[config.mk]
export PLATFORM = sky130hd
export DESIGN_NAME = nibble_serial_adder_flat
export DESIGN_NICKNAME = d
export VERILOG_FILES = /design/src/rtl/nibble_serial_adder_pkg.sv /design/src/rtl/nibble_serial_adder_if.sv /design/src/rtl/nibble_serial_adder_nibble_adder.sv /design/src/rtl/nibble_serial_adder.sv /design/src/flat_wrapper.sv
export SDC_FILE = /design/constraint.sdc
export NUM_CORES = 1
export LEC_CHECK = 0
export CAP_MARGIN = 20
export CORE_MARGIN = 2
export CORE_UTILIZATION = 45
export CTS_BUF_LIST = sky130_fd_sc_hd__clkbuf_4 sky130_fd_sc_hd__clkbuf_8 sky130_fd_sc_hd__clkbuf_16
export CTS_CLUSTER_DIAMETER = 120
export DETAILED_ROUTE_END_ITERATION = 8
export PLACE_DENSITY = 0.79
export SYNTH_ARGS = -nofsm -noshare
export SYNTH_HDL_FRONTEND = slang
export SYNTH_SLANG_ARGS = --single-unit
[constraint.sdc]
create_clock -name clk -period 3.3 [get_ports clk]
set_input_delay 0.33 -clock clk [delete_from_list [all_inputs] [get_ports clk]]
set_output_delay 0.33 -clock clk [all_outputs]
set_load 0.01 [all_outputs]
[src/rtl/nibble_serial_adder_pkg.sv]
// Shared constants, FSM state type and sizing helper for the nibble-serial adder.
package serial_add_pkg;

  localparam int unsigned NIBBLE_W = 4;

  typedef enum logic [1:0] {
    IDLE,
    RUN,
    DONE
  } state_e;

  // Index counter width; a single-nibble adder still needs a 1-bit counter.
  function automatic int unsigned idx_width(input int unsigned nibbles);
    return (nibbles > 1) ? $clog2(nibbles) : 1;
  endfunction

endpackage

[src/rtl/nibble_serial_adder_if.sv]
// Operand/result handshake bundle between producer/consumer (master) and the adder (slave).
interface nibble_serial_adder_if #(
  parameter int unsigned WIDTH = 16
);
  logic             in_valid;
  logic             in_ready;
  logic [WIDTH-1:0] in_a;
  logic [WIDTH-1:0] in_b;
  logic             in_ci;
  logic             out_valid;
  logic             out_ready;
  logic [WIDTH-1:0] out_sum;
  logic             out_co;
  logic             busy;

  modport master (
    output in_valid, in_a, in_b, in_ci, out_ready,
    input  in_ready, out_valid, out_sum, out_co, busy
  );

  modport slave (
    input  in_valid, in_a, in_b, in_ci, out_ready,
    output in_ready, out_valid, out_sum, out_co, busy
  );
endinterface

[src/rtl/nibble_serial_adder_nibble_adder.sv]
// Combinational 4-bit ripple slice built from propagate/generate full adders.
module nibble_adder
  import serial_add_pkg::*;
(
  input  logic [NIBBLE_W-1:0] a,
  input  logic [NIBBLE_W-1:0] b,
  input  logic                ci,
  output logic [NIBBLE_W-1:0] s,
  output logic                co
);

  logic [NIBBLE_W-1:0] p;
  logic [NIBBLE_W-1:0] g;
  logic [NIBBLE_W:0]   c;

  assign p    = a ^ b;
  assign g    = a & b;
  assign c[0] = ci;

  for (genvar i = 0; i < NIBBLE_W; i++) begin : g_ripple
    assign c[i+1] = g[i] | (p[i] & c[i]);
  end

  assign s  = p ^ c[NIBBLE_W-1:0];
  assign co = c[NIBBLE_W];

endmodule

[src/rtl/nibble_serial_adder.sv]
// WIDTH-bit adder that iterates one shared 4-bit slice over NIBBLES cycles,
// with valid/ready on both the operand and result sides.
module nibble_serial_adder
  import serial_add_pkg::*;
#(
  parameter int unsigned WIDTH = 16
) (
  input logic                  clk,
  input logic                  rst_n,
  nibble_serial_adder_if.slave bus
);

  localparam int unsigned NIBBLES = WIDTH / NIBBLE_W;
  localparam int unsigned IDX_W   = idx_width(NIBBLES);
  localparam int unsigned OFF_W   = IDX_W + $clog2(NIBBLE_W);
  localparam logic [WIDTH-1:0] NIB_MASK = WIDTH'((1 << NIBBLE_W) - 1);

  if (((WIDTH % NIBBLE_W) != 0) || (WIDTH < NIBBLE_W)) begin : g_width_check
    $error("nibble_serial_adder: WIDTH must be a multiple of 4 and at least 4");
  end

  state_e             state_q, state_d;
  logic [IDX_W-1:0]   idx_q, idx_d;
  logic               carry_q, carry_d;
  logic [WIDTH-1:0]   a_q, a_d;
  logic [WIDTH-1:0]   b_q, b_d;
  logic [WIDTH-1:0]   sum_q, sum_d;
  logic               co_q, co_d;
  logic               in_ready_q, in_ready_d;
  logic               out_valid_q, out_valid_d;
  logic               busy_q, busy_d;

  logic [OFF_W-1:0]    bit_off;
  logic [NIBBLE_W-1:0] nib_a, nib_b, nib_s;
  logic                nib_co;

  // Bit offset of the nibble currently being added; selects slice inputs and sum lane.
  assign bit_off = OFF_W'(idx_q) * OFF_W'(NIBBLE_W);
  assign nib_a   = NIBBLE_W'(a_q >> bit_off);
  assign nib_b   = NIBBLE_W'(b_q >> bit_off);

  nibble_adder u_slice (
    .a  (nib_a),
    .b  (nib_b),
    .ci (carry_q),
    .s  (nib_s),
    .co (nib_co)
  );

  always_comb begin
    state_d = state_q;
    idx_d   = idx_q;
    carry_d = carry_q;
    a_d     = a_q;
    b_d     = b_q;
    sum_d   = sum_q;
    co_d    = co_q;

    unique case (state_q)
      IDLE: begin
        if (bus.in_valid && in_ready_q) begin
          a_d     = bus.in_a;
          b_d     = bus.in_b;
          carry_d = bus.in_ci;
          idx_d   = '0;
          state_d = RUN;
        end
      end
      RUN: begin
        sum_d   = (sum_q & ~(NIB_MASK << bit_off)) | (WIDTH'(nib_s) << bit_off);
        carry_d = nib_co;
        if (idx_q == IDX_W'(NIBBLES - 1)) begin
          co_d    = nib_co;
          state_d = DONE;
        end else begin
          idx_d = idx_q + IDX_W'(1);
        end
      end
      DONE: begin
        if (bus.out_ready) begin
          state_d = IDLE;
        end
      end
      default: state_d = IDLE;
    endcase

    // Handshake flags are registered copies of the next state.
    in_ready_d  = (state_d == IDLE);
    out_valid_d = (state_d == DONE);
    busy_d      = (state_d == RUN) || (state_d == DONE);
  end

  always_ff @(posedge clk) begin
    if (!rst_n) begin
      state_q     <= IDLE;
      idx_q       <= '0;
      carry_q     <= 1'b0;
      a_q         <= '0;
      b_q         <= '0;
      sum_q       <= '0;
      co_q        <= 1'b0;
      in_ready_q  <= 1'b0;
      out_valid_q <= 1'b0;
      busy_q      <= 1'b0;
    end else begin
      state_q     <= state_d;
      idx_q       <= idx_d;
      carry_q     <= carry_d;
      a_q         <= a_d;
      b_q         <= b_d;
      sum_q       <= sum_d;
      co_q        <= co_d;
      in_ready_q  <= in_ready_d;
      out_valid_q <= out_valid_d;
      busy_q      <= busy_d;
    end
  end

  assign bus.in_ready  = in_ready_q;
  assign bus.out_valid = out_valid_q;
  assign bus.out_sum   = sum_q;
  assign bus.out_co    = co_q;
  assign bus.busy      = busy_q;

endmodule

[src/flat_wrapper.sv]
// flat-port wrapper written by rule: the top's interface ports become plain ports
module nibble_serial_adder_flat import serial_add_pkg::*;
#(
  parameter int unsigned WIDTH = 16
)
  (clk, rst_n, bus_in_valid, bus_in_a, bus_in_b, bus_in_ci, bus_out_ready, bus_in_ready, bus_out_valid, bus_out_sum, bus_out_co, bus_busy);
  nibble_serial_adder_if #(.WIDTH(WIDTH)) bus_i ();
  input logic clk;
  input logic rst_n;
  input wire logic [$bits(bus_i.in_valid)-1:0] bus_in_valid;
  input wire logic [$bits(bus_i.in_a)-1:0] bus_in_a;
  input wire logic [$bits(bus_i.in_b)-1:0] bus_in_b;
  input wire logic [$bits(bus_i.in_ci)-1:0] bus_in_ci;
  input wire logic [$bits(bus_i.out_ready)-1:0] bus_out_ready;
  output wire logic [$bits(bus_i.in_ready)-1:0] bus_in_ready;
  output wire logic [$bits(bus_i.out_valid)-1:0] bus_out_valid;
  output wire logic [$bits(bus_i.out_sum)-1:0] bus_out_sum;
  output wire logic [$bits(bus_i.out_co)-1:0] bus_out_co;
  output wire logic [$bits(bus_i.busy)-1:0] bus_busy;
  assign bus_i.in_valid = bus_in_valid;
  assign bus_i.in_a = bus_in_a;
  assign bus_i.in_b = bus_in_b;
  assign bus_i.in_ci = bus_in_ci;
  assign bus_i.out_ready = bus_out_ready;
  assign bus_in_ready = bus_i.in_ready;
  assign bus_out_valid = bus_i.out_valid;
  assign bus_out_sum = bus_i.out_sum;
  assign bus_out_co = bus_i.out_co;
  assign bus_busy = bus_i.busy;
  nibble_serial_adder #(.WIDTH(WIDTH)) u_core (.clk(clk), .rst_n(rst_n), .bus(bus_i));
endmodule
# ---- Yosys cells after proc, flatten, opt, wreduce, memory -nomap -nowiden
# Cells that the tools add are included.
dict set report totals {
  register_bits 57
  out_inout_bits 20
}
dict set report classes {
  n_addsub 1
  n_eq_ne 7
  n_shift 4
  n_mux 9
  bitwise 14
  reduce_logical 9
}
# cell n
set op_table {}
lappend op_table {{$shr 16x4->4} 2}
lappend op_table {{$and 16x16->16} 1}
lappend op_table {{$not 16->16} 1}
lappend op_table {{$or 16x16->16} 1}
lappend op_table {{$shl 4x4->16} 1}
lappend op_table {{$shl 4x4->16 const A} 1}
lappend op_table {{$mux 2} 5}
lappend op_table {{$xor 4x4->4} 2}
lappend op_table {{$eq 2x2->1 const B} 3}
lappend op_table {{$pmux 2 s3} 1}
lappend op_table {{$reduce_and 2->1} 3}
lappend op_table {{$and 1x1->1} 4}
lappend op_table {{$and 4x4->4} 1}
lappend op_table {{$eq 2x1->1 const B} 2}
lappend op_table {{$logic_not 2->1} 2}
lappend op_table {{$or 1x1->1} 4}
lappend op_table {{$pmux 2 s2} 1}
lappend op_table {{$reduce_and 3->1} 1}
lappend op_table {{$add 2x1->2 const B} 1}
lappend op_table {{$ne 2x1->1 const B} 1}
lappend op_table {{$ne 2x2->1 const B} 1}
lappend op_table {{$pmux 1 s2} 1}
lappend op_table {{$reduce_bool 2->1} 1}
lappend op_table {{$logic_and 1x1->1} 1}
lappend op_table {{other kinds (2)} 2}

# ---- Logic depth before layout (Yosys ltp)
dict set report logic_depth {
  ltp_word 11
  depth_mapped 10
}

# ---- Modules after synthesis
# From an unflattened synthesis, not the netlist that was laid out.
dict set report unflattened {
  cells_unflattened 270
  hier_area_um2 2508.7
}
# mod instances cells_each area_per_inst_um2 seq_area_each_um2
set by_module_without_submodules {}
lappend by_module_without_submodules {nibble_serial_adder 1 256 2391.0 1141.1}
lappend by_module_without_submodules {nibble_adder 1 14 117.6 0.0}

# ---- Worst setup path after synthesis
# OpenSTA, ideal clock, no wires.
dict set report synth_timing {
  kind {register to register}
  startpoint {register u_core.idx_q[0]}
  endpoint {register u_core.sum_q[15] (netlist: u_core.bus.out_sum[15])}
  setup_time_ns 0.075
  t_arrival_ns 2.678
  required_time_ns 3.225
  setup_slack_ns 0.548
  stages_incl_launch_ff 11
  synth_period_minus_slack_ns 2.752
  path_cell_list {dfxtp_1 > buf_6 > mux4_1 > fa_1 > inv_1 > fa_1 > fa_1 > inv_1 > fa_1 > nand2_1 > o22ai_1}
}
dict set report synth_between {
  elab_chain_cells 11
  elab_cells_between_ends 16
  classes_between {shift (4); bitwise (12)}
}
# element line_no
set synth_rtl {}
lappend synth_rtl {{start, declared} nibble_serial_adder.sv:23} ;# logic [IDX_W-1:0] idx_q, idx_d;
lappend synth_rtl {{start signal, assigned} nibble_serial_adder.sv:107} ;# idx_q <= idx_d;
lappend synth_rtl {{$shr 16x4->4, on equally long branches} {nibble_serial_adder.sv:39, nibble_serial_adder.sv:40}}
lappend synth_rtl {{$xor 4x4->4} nibble_serial_adder_nibble_adder.sv:16} ;# assign p = a ^ b;
lappend synth_rtl {{$and 1x1->1} nibble_serial_adder_nibble_adder.sv:21} ;# assign c[i+1] = g[i] | (p[i] & c[i]);
lappend synth_rtl {{$or 1x1->1} nibble_serial_adder_nibble_adder.sv:21}
lappend synth_rtl {{$and 1x1->1} nibble_serial_adder_nibble_adder.sv:21}
lappend synth_rtl {{$or 1x1->1} nibble_serial_adder_nibble_adder.sv:21}
lappend synth_rtl {{$and 1x1->1} nibble_serial_adder_nibble_adder.sv:21}
lappend synth_rtl {{$or 1x1->1} nibble_serial_adder_nibble_adder.sv:21}
lappend synth_rtl {{$xor 4x4->4} nibble_serial_adder_nibble_adder.sv:24} ;# assign s = p ^ c[NIBBLE_W-1:0];
lappend synth_rtl {{$shl 4x4->16} nibble_serial_adder.sv:70} ;# sum_d = (sum_q & ~(NIB_MASK << bit_off)) | (WIDTH'(nib_s) << bit_off);
lappend synth_rtl {{$or 16x16->16 *} nibble_serial_adder.sv:70}
lappend synth_rtl {{end signal, assigned} nibble_serial_adder.sv:111} ;# sum_q <= sum_d;
lappend synth_rtl {{end, declared} nibble_serial_adder.sv:27} ;# logic [WIDTH-1:0] sum_q, sum_d;
# Every way passes the cells marked *; elsewhere a longest branch is shown, timed or not.
# A chain may end at the register's enable or synchronous reset.

# ---- Final worst setup path
dict set report layout_timing {
  startpoint {register u_core.idx_q[0]}
  endpoint {register u_core.sum_q[3] (netlist: u_core.bus.out_sum[3])}
}
# The elaborated chain is that of the path after synthesis.

==> results.md <==
- Post-CTS Setup Bufs: 0
- Slew HR: approximately two fifths
- Syn Area/Cell: approximately 9.5 um2
- Max Root-Sink Buffers: 2
- CP required: between 3 and 4 ns
- WP data arrival: ~3.2 ns
- DP HPWL: about 3.7 mm
- #FFs+latches synth: 57
- Max-slew violation count: 0
- Leakage: 1.23 nW
- DR iter-0 viols: between 80 and 90
- I/O Buffers: 56
- Asr flop ratio synth: 0%
- Detailed-route wire length: slightly above 5 mm
- Yosys warnings: 0
- Final net count: 367
- PwrDens: 482 nW/um2
- Layout cells sized above 1: ~8%
- Clk sinks: 57
- Clock skew: a little under 0.005 ns
- N_diodes: 0
- Initial Util: 46.5%
- Vias: between 1500 and 2000
- Largest cells by area after synthesis: dfxtp_1 (45%), nand2_1 (12%), a21boi_1 (8.9%)
- Routed Antenna Nets: 0
- Total grt overflow: 0
- Max incr delay on CP: 0.63 ns
- Root Buffer Master: clkbuf_8
- Setup TNS: 0 ns
- Initial antenna violation count: 0
- Most used cell, CP: fa_1
- Latest clock arrival within the worst-skew pair: 0.33 ns
- Post-synth EDFFs: 0
- CP Buf/Inv Count: 2
- Final Hold Slack: 0.455 ns
- Core ar.: 5470 um2
- Post-CTS Hold Fix Bufs: 0
- Fillcell total: 464
- Die area: between 6000 and 7000 um2
- Drt drc: 0
- Crit path cell chain: mux4_1 > fa_1 > inv_1 > fa_1 > fa_1 > inv_1 > fa_1 > nand2_1 > o22ai_1
- Final Hold Viols: 0
- Cell class contributing the biggest share of worst-path delay: adder cells
- Routability congestion estimate: between 0.7 and 0.8
- VDD IR max: about 290 uV
- H-tree levels: 3
- Max-Cap Viols: 0
- Dominant cell type by area after synthesis: dfxtp_1
- Reg clk slew, reported paths: 0.06 ns
- Site row count: 27
- Largest net degree at the start of global routing: 64
- CP max-delay cell: mux4_1
- Final min period: approximately 2.9 ns
- Worst-margin pin slew: between 0.9 and 1 ns
- Routed vias/inst: just under 5
- Final Cycle Share: 88.3%
- Finished Cell Area: approximately 3300 um2
- CTS tree: yes
- Die H: roughly 79 um
- Synth top area share: between 40 and 50%
- Final setup fails: 0
- CP max FO: 7
- Distinct cell type count after synthesis: 30
- HP Class: reg -> reg
- Area grow syn2layout: 30.1%
- Synth Net Count: around 310
- # resized after CTS: 0
- Startpoint Class: flip-flop
- IO Count: 57
- Vias in the first global route: between 1500 and 2000
- Cell count after synthesis: around 270
- Initial DRT Pass Iterations: 4
- Worst setup path class: reg -> reg
- Fmax: roughly 0.34 GHz
- Unrepaired setup endpoints after global routing: no
- Routed len/inst: 12.9 um
- Utilization after layout: approximately three fifths
- Cell area after placement: 3090 um2
- Status: finished, final reports clean
- Num CTS Buffers: 9
- Die W: just under 80 um
- Ys flop type: dfxtp_1
- CP endpoint kind: flip-flop
- Total GRT Usage: 17.7%
- Synth Cell Area: around 2500 um2
- First-pass GRT wire length: between 8 and 9 mm
- Sequential-to-total area share from yosys stat: between 40 and 50%
## final cells by class
| type | instances | area [um2] | share of cell area, % |
|---|---|---|---|
| flip-flops and latches | 57 | 1140 | 34.5 |
| repair buffers | 60 | 586 | 17.7 |
| clock buffers | 14 | 180 | 5.45 |
| inverters | 11 | 41.3 | 1.25 |
| multi-input cells | 181 | 1230 | 37.3 |
| well taps | 72 | 90.1 | 2.72 |
| clock inverters | 2 | 35.0 | 1.06 |
## metal layers
metal	track usage (%)	vias up	wire, um
met5	0	-	0
met4	10.0	0	88
met3	4.55	8	233
met2	28.5	48	2430
met1	21.5	896	2360
li1	-	1009	-
## flip-flops by register name, summed over array words and instances (netlist names)
register              count
u_core.b_q               16
u_core.state_q            2
u_core.carry_q            1
u_core.bus.in_ready       1
u_core.bus.out_sum       16
u_core.bus.out_valid      1
u_core.idx_q              2
u_core.bus.busy           1
u_core.a_q               16
u_core.bus.out_co         1
## power breakdown
part | leakage, nW | total (mW) | switching [mW] | internal [mW]
sequential | 0.463 | 0.736 | 0.0191 | 0.717
combinational | 0.650 | 0.177 | 0.0805 | 0.0964
clock | 0.114 | 0.681 | 0.255 | 0.426
## worst min-delay path, delay by kind of cell (launching register included)
kind	cells	cell delay, ns
compound gates	1	0.05
flops	1	0.31
simple gates	1	0.05
## layout by cell type, fill, tap and decap left out, types with 6 or more instances in the layout
cell type and instances:
nand2_1 83, dfxtp_1 57, clkdlybuf4s50_1 55, a21boi_1 30
o22ai_1 16, clkbuf_8 12, inv_1 11, mux4_1 7
and2_1 6, ha_1 6
## per-stage QoR
| stage | setup WS (ns) | power [mW] | instances |
|---|---|---|---|
| global placement | 0.505 | 0.924 | 381 |
| finish | 0.387 | 1.59 | 397 |
| CTS | 0.381 | 1.61 | 397 |
| global route | 0.251 | 1.66 | 397 |
| floorplan | 0.548 | 0.862 | 267 |
| detailed placement | 0.396 | 0.929 | 381 |
## synth_stat cells, drive strengths merged (2+ instances only)
library cell	n
clkbuf	5
fa	4
nand2	83
a31o	2
nand3	4
a21boi	32
o22ai	16
ha	6
buf	13
inv	11
mux4	8
nor2b	5
nor2	2
nor3	3
dfxtp	57
and2	6
## logic make-up (layout without fill, tap and decap cells)
logic type,after synthesis,after routing,synth area share (%)
compound gates,53,53,15.1
flops,57,57,44.9
fa+ha+maj,10,10,6.10
mux,9,9,8.51
buf+inv,29,87,6.55
simple gates,109,109,18.9
## worst paths after layout
kind / cells after the start / from / end / slack (ns)
worst max-delay path: 9 / u_core.idx_q[0] / u_core.bus.out_sum[3] / 0.39
worst min register to register: 2 / u_core.a_q[12] / u_core.a_q[12] / 0.46
worst max register to register: 9 / u_core.idx_q[0] / u_core.bus.out_sum[3] / 0.39
worst min-delay path: 2 / u_core.a_q[12] / u_core.a_q[12] / 0.46
Power figures use the tool's default switching activity.
==> variant (config.mk and constraints unchanged) <==
`WIDTH` is set to 16 in 3 places; all go to 12.
--- a/src/rtl/nibble_serial_adder_if.sv
+++ b/src/rtl/nibble_serial_adder_if.sv
@@ -2,3 +2,3 @@
 interface nibble_serial_adder_if #(
-  parameter int unsigned WIDTH = 16
+  parameter int unsigned WIDTH = 12
 );
--- a/src/rtl/nibble_serial_adder.sv
+++ b/src/rtl/nibble_serial_adder.sv
@@ -5,3 +5,3 @@
 #(
-  parameter int unsigned WIDTH = 16
+  parameter int unsigned WIDTH = 12
 ) (
--- a/src/flat_wrapper.sv
+++ b/src/flat_wrapper.sv
@@ -3,3 +3,3 @@
 #(
-  parameter int unsigned WIDTH = 16
+  parameter int unsigned WIDTH = 12
 )
Ports: changed (resized bus_in_a, bus_in_b and bus_out_sum); port bits go from 57 to 45. No check against the original RTL was run, so the function may have changed too.
==> variant against the unedited design <==
Area after synthesis shrank 20%. Utilization fell by 1.1 points. Clock power down 50%. Sequential cell count decreased by 12. Power is 32% lower. Maximum frequency grew 3.8%. Setup slack better by 0.11 ns. Routed wire length is 23% lower. Final area shrank 22%. Count of clock-buffer cells in the layout shrank 6.
==> variant: results (changes against the unedited design) <==
| Metric | Value |
|---|---|
| Status | completed (unchanged) |
| Worst R2R End | u_core.bus.out_sum[11] (was u_core.bus.out_sum[3]) |
| CTS HTree Levels | 2 (was 3) |
| Number of global-route vias before repair | 1577 (was 1909) |
| Min Hold Slack | 0.455 ns (about the same) |
| Internal Power | 0.000821 W (was 0.00124 W) |
| Seq/Total Area, Yosys | 0.442 (was 0.449) |
| Initial detailed-routing violation count | 84 (was 89) |
| Vias per cell | 5.06 (was 4.94) |
| Worst-Skew Late Latency | 0.29 ns (was 0.33 ns) |
| First-pass GRT wire length | 6.99 mm (was 8.47 mm) |
| Post-synth cell types | 32 (was 30) |
| Worst r2r src | u_core.idx_q[1] (was u_core.idx_q[0]) |
| DP Wirelength | 2.81 mm (was 3.69 mm) |
| Inserted Clock Buffers | 5 (was 9) |
| Peak supply drop | 0.000362 V (was 0.000286 V) |
| Top post-synthesis cells by count | nand2_1 (59), dfxtp_1 (45), a21boi_0 (15), a21boi_1 (10), mux2i_1 (10) (was nand2_1 (83), dfxtp_1 (57), a21boi_1 (30), o22ai_1 (16), inv_1 (11)) |
| Mapped Nets | 265 (was 314) |
| IO buf count | 44 (was 56) |
| Synth area leaders | dfxtp_1 (44%), nand2_1 (11%), a21boi_0 (5.5%), mux2i_1 (4.9%), fa_1 (3.9%) (was dfxtp_1 (45%), nand2_1 (12%), a21boi_1 (8.9%), mux4_1 (7.2%), o22ai_1 (3.9%)) |
| Crit path largest cell delay | 0.56 ns (was 0.63 ns) |
| Worst Reg-to-Reg Cells | 10 (was 9) |
| Worst Min Path Start | u_core.bus.out_sum[4] (was u_core.a_q[12]) |
| DRT Wirelength | 3.92 mm (was 5.12 mm) |
| Placed cell areas | 0.00249 mm² (was 0.00309 mm²) |
| Nets | 304 (was 367) |
| Hold endpoint | u_core.bus.out_sum[4] (was u_core.a_q[12]) |
| Clock-pin slew on the worst setup and hold paths | 0.08 ns (was 0.06 ns) |
[variant: cell types whose count changed after synthesis, moves of 5 or more]
cell / delta
o22ai_1: -12
a21boi_1: -20
mux2i_1: +9
mux4_1: -7
nand2_1: -24
buf_6: -5
dfxtp_1: -12
a21boi_0: +13
[variant: per-layer routing]
layer | vias to the layer above | routed length, µm | global-route usage
met3 | 4 | 173 | 0.0436
li1 | 847 | - | -
met5 | - | 0 | 0
met4 | 0 | 38 | 0.0440
met2 | 36 | 1850 | 0.281
met1 | 726 | 1850 | 0.222
[variant: cell families after synthesis]
kind of cell / share of synthesized area
flops: 0.442
mux: 0.0491
compound gates: 0.169
buf+inv: 0.0521
simple gates: 0.218
fa+ha+maj: 0.0699
[variant: area by class of cell]
class / instances / area [µm²]
fill: 394 / 1770
multi-input combinational: 159 / 1030
sequential: 45 / 901
timing repair buffer: 48 / 470
clock buffer: 8 / 91.3
tap: 52 / 65.1
inverter: 7 / 26.3
[variant: through the flow]
stage,power [W],instances,setup slack (ns)
floorplan,0.000685,227,0.508
global placement,0.000746,311,0.602
detailed placement,0.000748,311,0.523
CTS,0.00109,319,0.489
global route,0.00113,319,0.274
finish,0.00108,319,0.492
[variant: power by group through the flow]
stage	clock, W	combinational [W]	sequential (W)
floorplan	0	0.0000926	0.000592
global placement	0	0.000148	0.000598
finish	0.000343	0.000149	0.000585
global route	0.000371	0.000170	0.000589
detailed placement	0	0.000150	0.000598
CTS	0.000351	0.000151	0.000585
[variant: worst min-delay path, cell delays in order (launching register included)]
cell and delay [ns]:
dfxtp_1 0.31, nand3_1 0.06, nand2_1 0.05
